$ cat src/rtl/coin_pkg.sv
// coin_pkg: shared types and constants for the coin acceptor.
//   coin_t       - queued coin denomination (one bit per queue slot)
//   deb_state_t  - debounce FSM state encoding
//   VALUE_MAX    - saturation ceiling of the accepted-value counter
//   value_add()  - saturating add of one coin's value (5-unit steps)
package coin_pkg;

   typedef enum logic {
      COIN_5  = 1'b0,
      COIN_10 = 1'b1
   } coin_t;

   typedef enum logic [1:0] {
      LO     = 2'b00,
      CHK_HI = 2'b01,
      HI     = 2'b10,
      CHK_LO = 2'b11
   } deb_state_t;

   localparam logic [7:0] VALUE_MAX = 8'd255;

   // A 5-unit coin counts one step and a 10-unit coin two steps; the total
   // clamps at VALUE_MAX rather than wrapping.
   function automatic logic [7:0] value_add(input logic [7:0] value, input coin_t coin);
      logic [8:0] sum_s;
      sum_s = {1'b0, value} + ((coin == COIN_10) ? 9'd2 : 9'd1);
      if (sum_s > {1'b0, VALUE_MAX}) begin
         value_add = VALUE_MAX;
      end else begin
         value_add = sum_s[7:0];
      end
   endfunction

endpackage

$ cat src/rtl/coin_debounce.sv
// coin_debounce: two-flop synchroniser followed by a debounce FSM for one
// raw coin sensor line.
//   clk   - clock, rising edge
//   rst   - asynchronous active-low reset
//   raw   - asynchronous, bouncy sensor level
//   rise  - one-cycle pulse when the debounced level goes high
// The debounced level only changes after DEB_CYCLES consecutive agreeing
// synchronised samples; the sample that leaves LO/HI is the first of them.
module coin_debounce
   import coin_pkg::*;
#(
   parameter int DEB_CYCLES = 4
) (
   input  logic clk,
   input  logic rst,
   input  logic raw,
   output logic rise
);

   localparam int CNT_W = $clog2(DEB_CYCLES + 1);
   localparam logic [CNT_W-1:0] CNT_ONE  = CNT_W'(1);
   localparam logic [CNT_W-1:0] CNT_LAST = CNT_W'(DEB_CYCLES - 1);

   logic             sync1_r;
   logic             sync2_r;
   deb_state_t       state_r;
   deb_state_t       state_s;
   logic [CNT_W-1:0] cnt_r;
   logic [CNT_W-1:0] cnt_s;
   logic             rise_r;
   logic             rise_s;

   // Synchroniser: plain flop chain, nothing between the stages.
   always_ff @(posedge clk or negedge rst) begin
      if (!rst) begin
         sync1_r <= 1'b0;
         sync2_r <= 1'b0;
      end else begin
         sync1_r <= raw;
         sync2_r <= sync1_r;
      end
   end

   // Debounce state, stability counter and registered rise pulse.
   always_ff @(posedge clk or negedge rst) begin
      if (!rst) begin
         state_r <= LO;
         cnt_r   <= {CNT_W{1'b0}};
         rise_r  <= 1'b0;
      end else begin
         state_r <= state_s;
         cnt_r   <= cnt_s;
         rise_r  <= rise_s;
      end
   end

   // Next-state logic: any disagreeing sample during a check aborts it.
   always_comb begin
      state_s = state_r;
      cnt_s   = cnt_r;
      rise_s  = 1'b0;
      case (state_r)
         LO: begin
            if (sync2_r) begin
               state_s = CHK_HI;
               cnt_s   = CNT_ONE;
            end else begin
               cnt_s   = {CNT_W{1'b0}};
            end
         end
         CHK_HI: begin
            if (!sync2_r) begin
               state_s = LO;
               cnt_s   = {CNT_W{1'b0}};
            end else if (cnt_r == CNT_LAST) begin
               state_s = HI;
               cnt_s   = {CNT_W{1'b0}};
               rise_s  = 1'b1;
            end else begin
               cnt_s   = cnt_r + CNT_ONE;
            end
         end
         HI: begin
            if (!sync2_r) begin
               state_s = CHK_LO;
               cnt_s   = CNT_ONE;
            end else begin
               cnt_s   = {CNT_W{1'b0}};
            end
         end
         CHK_LO: begin
            if (sync2_r) begin
               state_s = HI;
               cnt_s   = {CNT_W{1'b0}};
            end else if (cnt_r == CNT_LAST) begin
               state_s = LO;
               cnt_s   = {CNT_W{1'b0}};
            end else begin
               cnt_s   = cnt_r + CNT_ONE;
            end
         end
         default: begin
            state_s = LO;
            cnt_s   = {CNT_W{1'b0}};
         end
      endcase
   end

   assign rise = rise_r;

endmodule

$ cat src/rtl/coin_acceptor.sv
// coin_acceptor: coin front-end for the vending controller.
//   clk          - clock, rising edge
//   rst          - asynchronous active-low reset
//   coin5_raw    - raw 5-unit sensor (asynchronous, bouncy)
//   coin10_raw   - raw 10-unit sensor (asynchronous, bouncy)
//   coin_ready   - consumer takes the presented coin at this edge
//   c_5 / c_10   - head-of-queue coin type, held until taken
//   coin_reject  - one-cycle pulse, a coin event was discarded
//   value_cnt    - accepted value in 5-unit steps, saturating at 255
// Both sensors are debounced into rise events, simultaneous rises are
// rejected, and single rises are queued in a QDEPTH-entry FIFO. c_5/c_10
// are decoded purely from queue registers, so no input reaches them
// combinationally and a reset clears them immediately.
module coin_acceptor
   import coin_pkg::*;
#(
   parameter int DEB_CYCLES = 4,
   parameter int QDEPTH     = 4
) (
   input  logic       clk,
   input  logic       rst,
   input  logic       coin5_raw,
   input  logic       coin10_raw,
   input  logic       coin_ready,
   output logic       c_5,
   output logic       c_10,
   output logic       coin_reject,
   output logic [7:0] value_cnt
);

   localparam int PTR_W = $clog2(QDEPTH);
   localparam int CNT_W = PTR_W + 1;
   localparam logic [CNT_W-1:0] FULL_CNT = CNT_W'(QDEPTH);
   localparam logic [CNT_W-1:0] CNT_ONE  = CNT_W'(1);
   localparam logic [PTR_W-1:0] PTR_ONE  = PTR_W'(1);

   logic             rise5_s;
   logic             rise10_s;
   coin_t            mem_r [QDEPTH];
   logic [PTR_W-1:0] wr_ptr_r;
   logic [PTR_W-1:0] rd_ptr_r;
   logic [CNT_W-1:0] count_r;
   logic             reject_r;
   logic [7:0]       value_r;

   logic             push_req_s;
   coin_t            push_coin_s;
   logic             push_s;
   logic             pop_s;
   logic             reject_s;
   logic             head_valid_s;
   coin_t            head_s;

   coin_debounce #(.DEB_CYCLES(DEB_CYCLES)) u_deb5 (
      .clk  (clk),
      .rst  (rst),
      .raw  (coin5_raw),
      .rise (rise5_s)
   );

   coin_debounce #(.DEB_CYCLES(DEB_CYCLES)) u_deb10 (
      .clk  (clk),
      .rst  (rst),
      .raw  (coin10_raw),
      .rise (rise10_s)
   );

   assign head_valid_s = (count_r != {CNT_W{1'b0}});
   assign head_s       = mem_r[rd_ptr_r];

   // Arbitration and handshake: a push into a full queue is only taken
   // when the head leaves in the same cycle, freeing its slot.
   always_comb begin
      push_req_s  = 1'b0;
      push_coin_s = COIN_5;
      reject_s    = 1'b0;
      if (rise5_s && rise10_s) begin
         reject_s    = 1'b1;
      end else if (rise5_s) begin
         push_req_s  = 1'b1;
         push_coin_s = COIN_5;
      end else if (rise10_s) begin
         push_req_s  = 1'b1;
         push_coin_s = COIN_10;
      end else begin
         push_req_s  = 1'b0;
      end
      pop_s  = head_valid_s && coin_ready;
      push_s = push_req_s && ((count_r != FULL_CNT) || pop_s);
      if (push_req_s && !push_s) begin
         reject_s = 1'b1;
      end else begin
         reject_s = reject_s;
      end
   end

   // Circular coin buffer with separate occupancy count.
   always_ff @(posedge clk or negedge rst) begin
      if (!rst) begin
         for (int i = 0; i < QDEPTH; i++) begin
            mem_r[i] <= COIN_5;
         end
         wr_ptr_r <= {PTR_W{1'b0}};
         rd_ptr_r <= {PTR_W{1'b0}};
         count_r  <= {CNT_W{1'b0}};
      end else begin
         if (push_s) begin
            mem_r[wr_ptr_r] <= push_coin_s;
            wr_ptr_r        <= wr_ptr_r + PTR_ONE;
         end
         if (pop_s) begin
            rd_ptr_r <= rd_ptr_r + PTR_ONE;
         end
         case ({push_s, pop_s})
            2'b10:   count_r <= count_r + CNT_ONE;
            2'b01:   count_r <= count_r - CNT_ONE;
            default: count_r <= count_r;
         endcase
      end
   end

   // Reject pulse and saturating accepted-value total.
   always_ff @(posedge clk or negedge rst) begin
      if (!rst) begin
         reject_r <= 1'b0;
         value_r  <= 8'd0;
      end else begin
         reject_r <= reject_s;
         if (pop_s) begin
            value_r <= value_add(value_r, head_s);
         end
      end
   end

   assign c_5         = head_valid_s && (head_s == COIN_5);
   assign c_10        = head_valid_s && (head_s == COIN_10);
   assign coin_reject = reject_r;
   assign value_cnt   = value_r;

endmodule

$ cat config.mk
export PLATFORM = sky130hd
export DESIGN_NAME = coin_acceptor
export DESIGN_NICKNAME = d
export VERILOG_FILES = /design/src/rtl/coin_pkg.sv /design/src/rtl/coin_debounce.sv /design/src/rtl/coin_acceptor.sv
export SDC_FILE = /design/constraint.sdc
export NUM_CORES = 1
export LEC_CHECK = 0
export BUFFER_PORTS_ARGS = -buffer_cell sky130_fd_sc_hd__buf_2
export CELL_PAD_IN_SITES_DETAIL_PLACEMENT = 1
export CELL_PAD_IN_SITES_GLOBAL_PLACEMENT = 2
export CORE_ASPECT_RATIO = 0.9
export CORE_UTILIZATION = 39
export DETAILED_ROUTE_END_ITERATION = 10
export HOLD_SLACK_MARGIN = 0.03
export PLACE_DENSITY_LB_ADDON = 0.1
export RECOVER_POWER = 25
export REMOVE_ABC_BUFFERS = 1
export SYNTH_ARGS = -nofsm -noshare
export SYNTH_HDL_FRONTEND = slang
export SYNTH_SLANG_ARGS = --single-unit
$ cat constraint.sdc
create_clock -name clk -period 2.89 [get_ports clk]
set_clock_uncertainty 0.1 [all_clocks]
set_input_delay 0.289 -clock clk [delete_from_list [all_inputs] [get_ports clk]]
set_output_delay 0.289 -clock clk [all_outputs]
set_load 0.02 [all_outputs]
==> results <==
- The flow ran to the end, and the final reports show no timing, DRC or antenna violations.
- The signal on the critical path passes through mux4_2, inv_1, ha_1, fa_1, and4_1, nand2b_1, o22a_1.
- In this run the deepest clock path goes through 2 buffers.
- The final number of hold-violating endpoints is 0.
- VDD sags by at most 0.358 mV.
- The number of buffers created by CTS is 5.
- STA classifies the critical path endpoint as a register.
- The power per standard cell area is 958 nW/um^2.
- The first global-routing pass estimated 5370 um of wire.
- Summed over all nets, the half-perimeter wirelength after detailed placement is 2230 um.
- In the routed layout, each cell is associated on average with a via count of 5.13.
- The buffering stage count on the worst path with inverters included is 1.
- The number of violations reported at the end of detailed-routing iteration 0 is 26.
- Setup violations remaining at the end of the flow were counted as 0.
- The clock period could shrink to 2.43 ns.
- In the global route stage, overall resource usage came out at 0.157.
- The path class of the lowest-slack min-delay path is reg2reg.
- The average instance area after synthesis is 12.5 sq um.
- The sequential share of the synthesized area is 0.531.
- The number of nets in the layout is 177.
- The share of post-route cells with drive strength above 1 is 0.193.
- The starting density of the core is 0.411.
- The highest net fanout along the worst path is 6.
- The cell sitting at the root of the clock tree is a sky130_fd_sc_hd__clkbuf_8.
- On the worst path, the slowest cell contributes a delay of 0.46 ns.
- The area of the mapped netlist is 1700 sq um.
- The post-place setup slack is 0.510 ns.
- The slowest stage of the critical path is the sky130_fd_sc_hd__fa_1 cell.
- The final total negative setup slack is 0 ns.
- The number of global-route vias before repair is 1165.
- The worst pin sits at a relative slew slack of 0.467.
- The horizontal die dimension is 71.5 um.
- Clock tree synthesis found a total of 36 sinks.
- The first detailed-routing pass took 4 iterations.
- The data required time at the worst endpoint is 2.97 ns.
- The total via count after detailed routing is 1073.
- The initial antenna violation count is 0.
- Timing would allow up to 411 MHz.
- The minimum setup slack in the final design is 0.456 ns.
- The final core utilization is 0.471.
- The row count is 22.
- The chip height is 64.6 um.
- The number of design rule violations left after detail routing is 0.
- The cell family with the largest share of critical-path delay is adder cells.
- The worst-margin pin slew is 0.799 ns.
- Compared with the post-synthesis result, the final layout area differs by 14.8%.
- Summing all non-filler instances in the final layout gives an area of 1950 sq um.
- The top flip-flop cell by instance count after synthesis is sky130_fd_sc_hd__dfrtp_1.
- After floorplanning, the core was sized to cover 4130 sq um.
- The final wirelength is 2990 um.
- The number of ports placed on the die boundary is 16.
- The area of the die is 4620 sq um.
- The post-detailed-route count of antenna-violating nets is 0.
- The overall overflow remaining after global route is 0.
- For this run, asynchronously set or reset flops after synthesis account for 1.00.
- Max-cap violations in this run came to 0.
- The placed cell area is 1820 sq um.
- The number of synthesis warnings is 0.
- The distinct cell type count of the synthesized netlist is 36.
- The worst setup path is of the reg2reg kind.
- The pin count of the biggest net entering global routing is 37.
- The total number of H-tree levels is 2.
- The analysis attributes to cell leakage a power of 0.920 nW.
- 0 antenna diodes ended up in the layout.
- Synthesis produced 136 cells.
- The later pin in the worst-skew pair is clocked with a latency of 0.29 ns.
- The number of synthesized flops with an enable pin is 0.
- The final-report max-slew violation count is 0.
- The clock transition time at the flip-flop clock pins of the worst setup and hold paths is 0.07 ns.
- Dividing the final minimum period by the clock period gives 0.842.
- Routability-driven placement finished with a final weighted congestion of 0.722.
- The post-synthesis register bit count is 36.
- TritonCTS built the clock tree.
- Setup repair after global routing left no endpoint under its margin.
- The worst setup path is launched from a register.
- The mean routed wirelength per cell is 14.3 um.
- The quantity of gates resized following cts is 0.
- The worst endpoint data arrival time is 2.51 ns.
- Buffers placed on the I/O ports in this run total 15.
[layout by cell type, fill, tap and decap left out, types with 2 or more instances in the layout]
cell and instances:
sky130_fd_sc_hd__and3_1 2, sky130_fd_sc_hd__nor2_1 4, sky130_fd_sc_hd__inv_1 10, sky130_fd_sc_hd__a21boi_0 2, sky130_fd_sc_hd__dlygate4sd3_1 3, sky130_fd_sc_hd__fa_1 2
sky130_fd_sc_hd__buf_2 10, sky130_fd_sc_hd__nand3b_1 2, sky130_fd_sc_hd__o21ai_0 3, sky130_fd_sc_hd__dfrtp_1 36, sky130_fd_sc_hd__xnor2_1 4, sky130_fd_sc_hd__and4_1 3
sky130_fd_sc_hd__ha_1 10, sky130_fd_sc_hd__clkbuf_1 5, sky130_fd_sc_hd__mux2_2 7, sky130_fd_sc_hd__nor3b_1 3, sky130_fd_sc_hd__nand2_1 12, sky130_fd_sc_hd__xor2_1 3
sky130_fd_sc_hd__and2_0 2, sky130_fd_sc_hd__mux2i_1 3, sky130_fd_sc_hd__nand4_1 2, sky130_fd_sc_hd__a21oi_1 5, sky130_fd_sc_hd__nor2b_1 2, sky130_fd_sc_hd__o22a_1 2
sky130_fd_sc_hd__nor3_1 3, sky130_fd_sc_hd__clkbuf_8 5
[cells by family (layout without fill, tap and decap cells)]
logic type,Yosys count,in the layout,synth area share
adder cells (fa/ha/maj),12,12,0.0974
buffers and inverters,11,36,0.0288
AND/OR/NAND/NOR,43,43,0.159
multiplexers,12,12,0.0863
flip-flops,36,36,0.531
AO/OA/AOI/OAI,15,15,0.0613
XOR/XNOR,7,7,0.0362
[layout make-up]
cell class              instances  area [sq um]
clock inverters                 3          42.5
fillers                       452          2180
multi-input cells              89           737
repair buffers                 18          98.8
clock buffers                   5          68.8
flip-flops and latches         36           901
inverters                      10          37.5
well taps                      48          60.1
[worst paths after layout]
| kind | from | to | slack [ns] | depth (start not counted) |
|---|---|---|---|---|
| min | u_deb10.sync1_r | u_deb10.sync2_r | 0.26 | 0 |
| max in group asynchronous | rst | async pin | 1.67 | 2 |
| min reg2reg | u_deb10.sync1_r | u_deb10.sync2_r | 0.26 | 0 |
| max | rd_ptr_r[0] | value_cnt[1] | 0.46 | 7 |
| max reg2reg | rd_ptr_r[0] | value_cnt[1] | 0.46 | 7 |
| min in group asynchronous | rst | count_r[0] | 0.52 | 2 |
[synth_stat cells, types with 2 or more instances]
cell / count / area share
sky130_fd_sc_hd__a21boi_0: 2 / 0.0089
sky130_fd_sc_hd__a21oi_1: 5 / 0.015
sky130_fd_sc_hd__and2_1: 2 / 0.0074
sky130_fd_sc_hd__and3_1: 2 / 0.0074
sky130_fd_sc_hd__and4_1: 3 / 0.016
sky130_fd_sc_hd__dfrtp_1: 36 / 0.53
sky130_fd_sc_hd__fa_1: 2 / 0.024
sky130_fd_sc_hd__ha_1: 10 / 0.074
sky130_fd_sc_hd__inv_1: 10 / 0.022
sky130_fd_sc_hd__mux2_2: 7 / 0.046
sky130_fd_sc_hd__mux2i_1: 3 / 0.018
sky130_fd_sc_hd__nand2_1: 12 / 0.027
sky130_fd_sc_hd__nand3b_1: 2 / 0.0089
sky130_fd_sc_hd__nand4_1: 2 / 0.0074
sky130_fd_sc_hd__nor2_1: 4 / 0.0089
sky130_fd_sc_hd__nor2b_1: 2 / 0.0074
sky130_fd_sc_hd__nor3_1: 3 / 0.0089
sky130_fd_sc_hd__nor3b_1: 3 / 0.013
sky130_fd_sc_hd__o21ai_0: 3 / 0.0089
sky130_fd_sc_hd__o22a_1: 2 / 0.010
sky130_fd_sc_hd__xnor2_1: 4 / 0.021
sky130_fd_sc_hd__xor2_1: 3 / 0.016
[worst reg2reg max path, cell delays in order (launching register included)]
cell                       delay, ns
sky130_fd_sc_hd__dfrtp_1        0.42
sky130_fd_sc_hd__mux4_2         0.42
sky130_fd_sc_hd__inv_1          0.08
sky130_fd_sc_hd__ha_1           0.21
sky130_fd_sc_hd__fa_1           0.46
sky130_fd_sc_hd__and4_1         0.25
sky130_fd_sc_hd__nand2b_1       0.17
sky130_fd_sc_hd__o22a_1         0.21
[per-layer routing]
metal / global-route usage / part of all wire
met1: 0.182 / 0.46
met2: 0.267 / 0.49
met3: 0.0420 / 0.033
met4: 0.0809 / 0.021
met5: 0 / 0
[stage by stage]
stage                     hold WS [ns]  power, mW  cells
final                            0.263       1.86    209
after detailed placement         0.240       1.46    198
after global placement           0.234       1.42    198
after global routing             0.272       2.01    209
after floorplan                 -0.107       1.26    135
after CTS                        0.266       1.91    209
[flip-flops by register name (all words and copies together) (netlist names), 2 cells and up, named ones only]
signal and count:
wr_ptr_r 2, u_deb5.cnt_r 3, count_r 3, rd_ptr_r 2, mem_r 4, u_deb10.cnt_r 3
value_cnt 8
[timing repair]
action,CTS,global route
hold buffers,3,0
hold endpoints to repair,38,0
buffers inserted,0,0
[power by group]
group | internal [mW] | switching, mW | leakage [nW]
logic | 0.275 | 0.318 | 0.421
clock network | 0.255 | 0.185 | 0.0541
registers | 0.661 | 0.168 | 0.445
No activity file was read; power rests on OpenSTA's default activity.
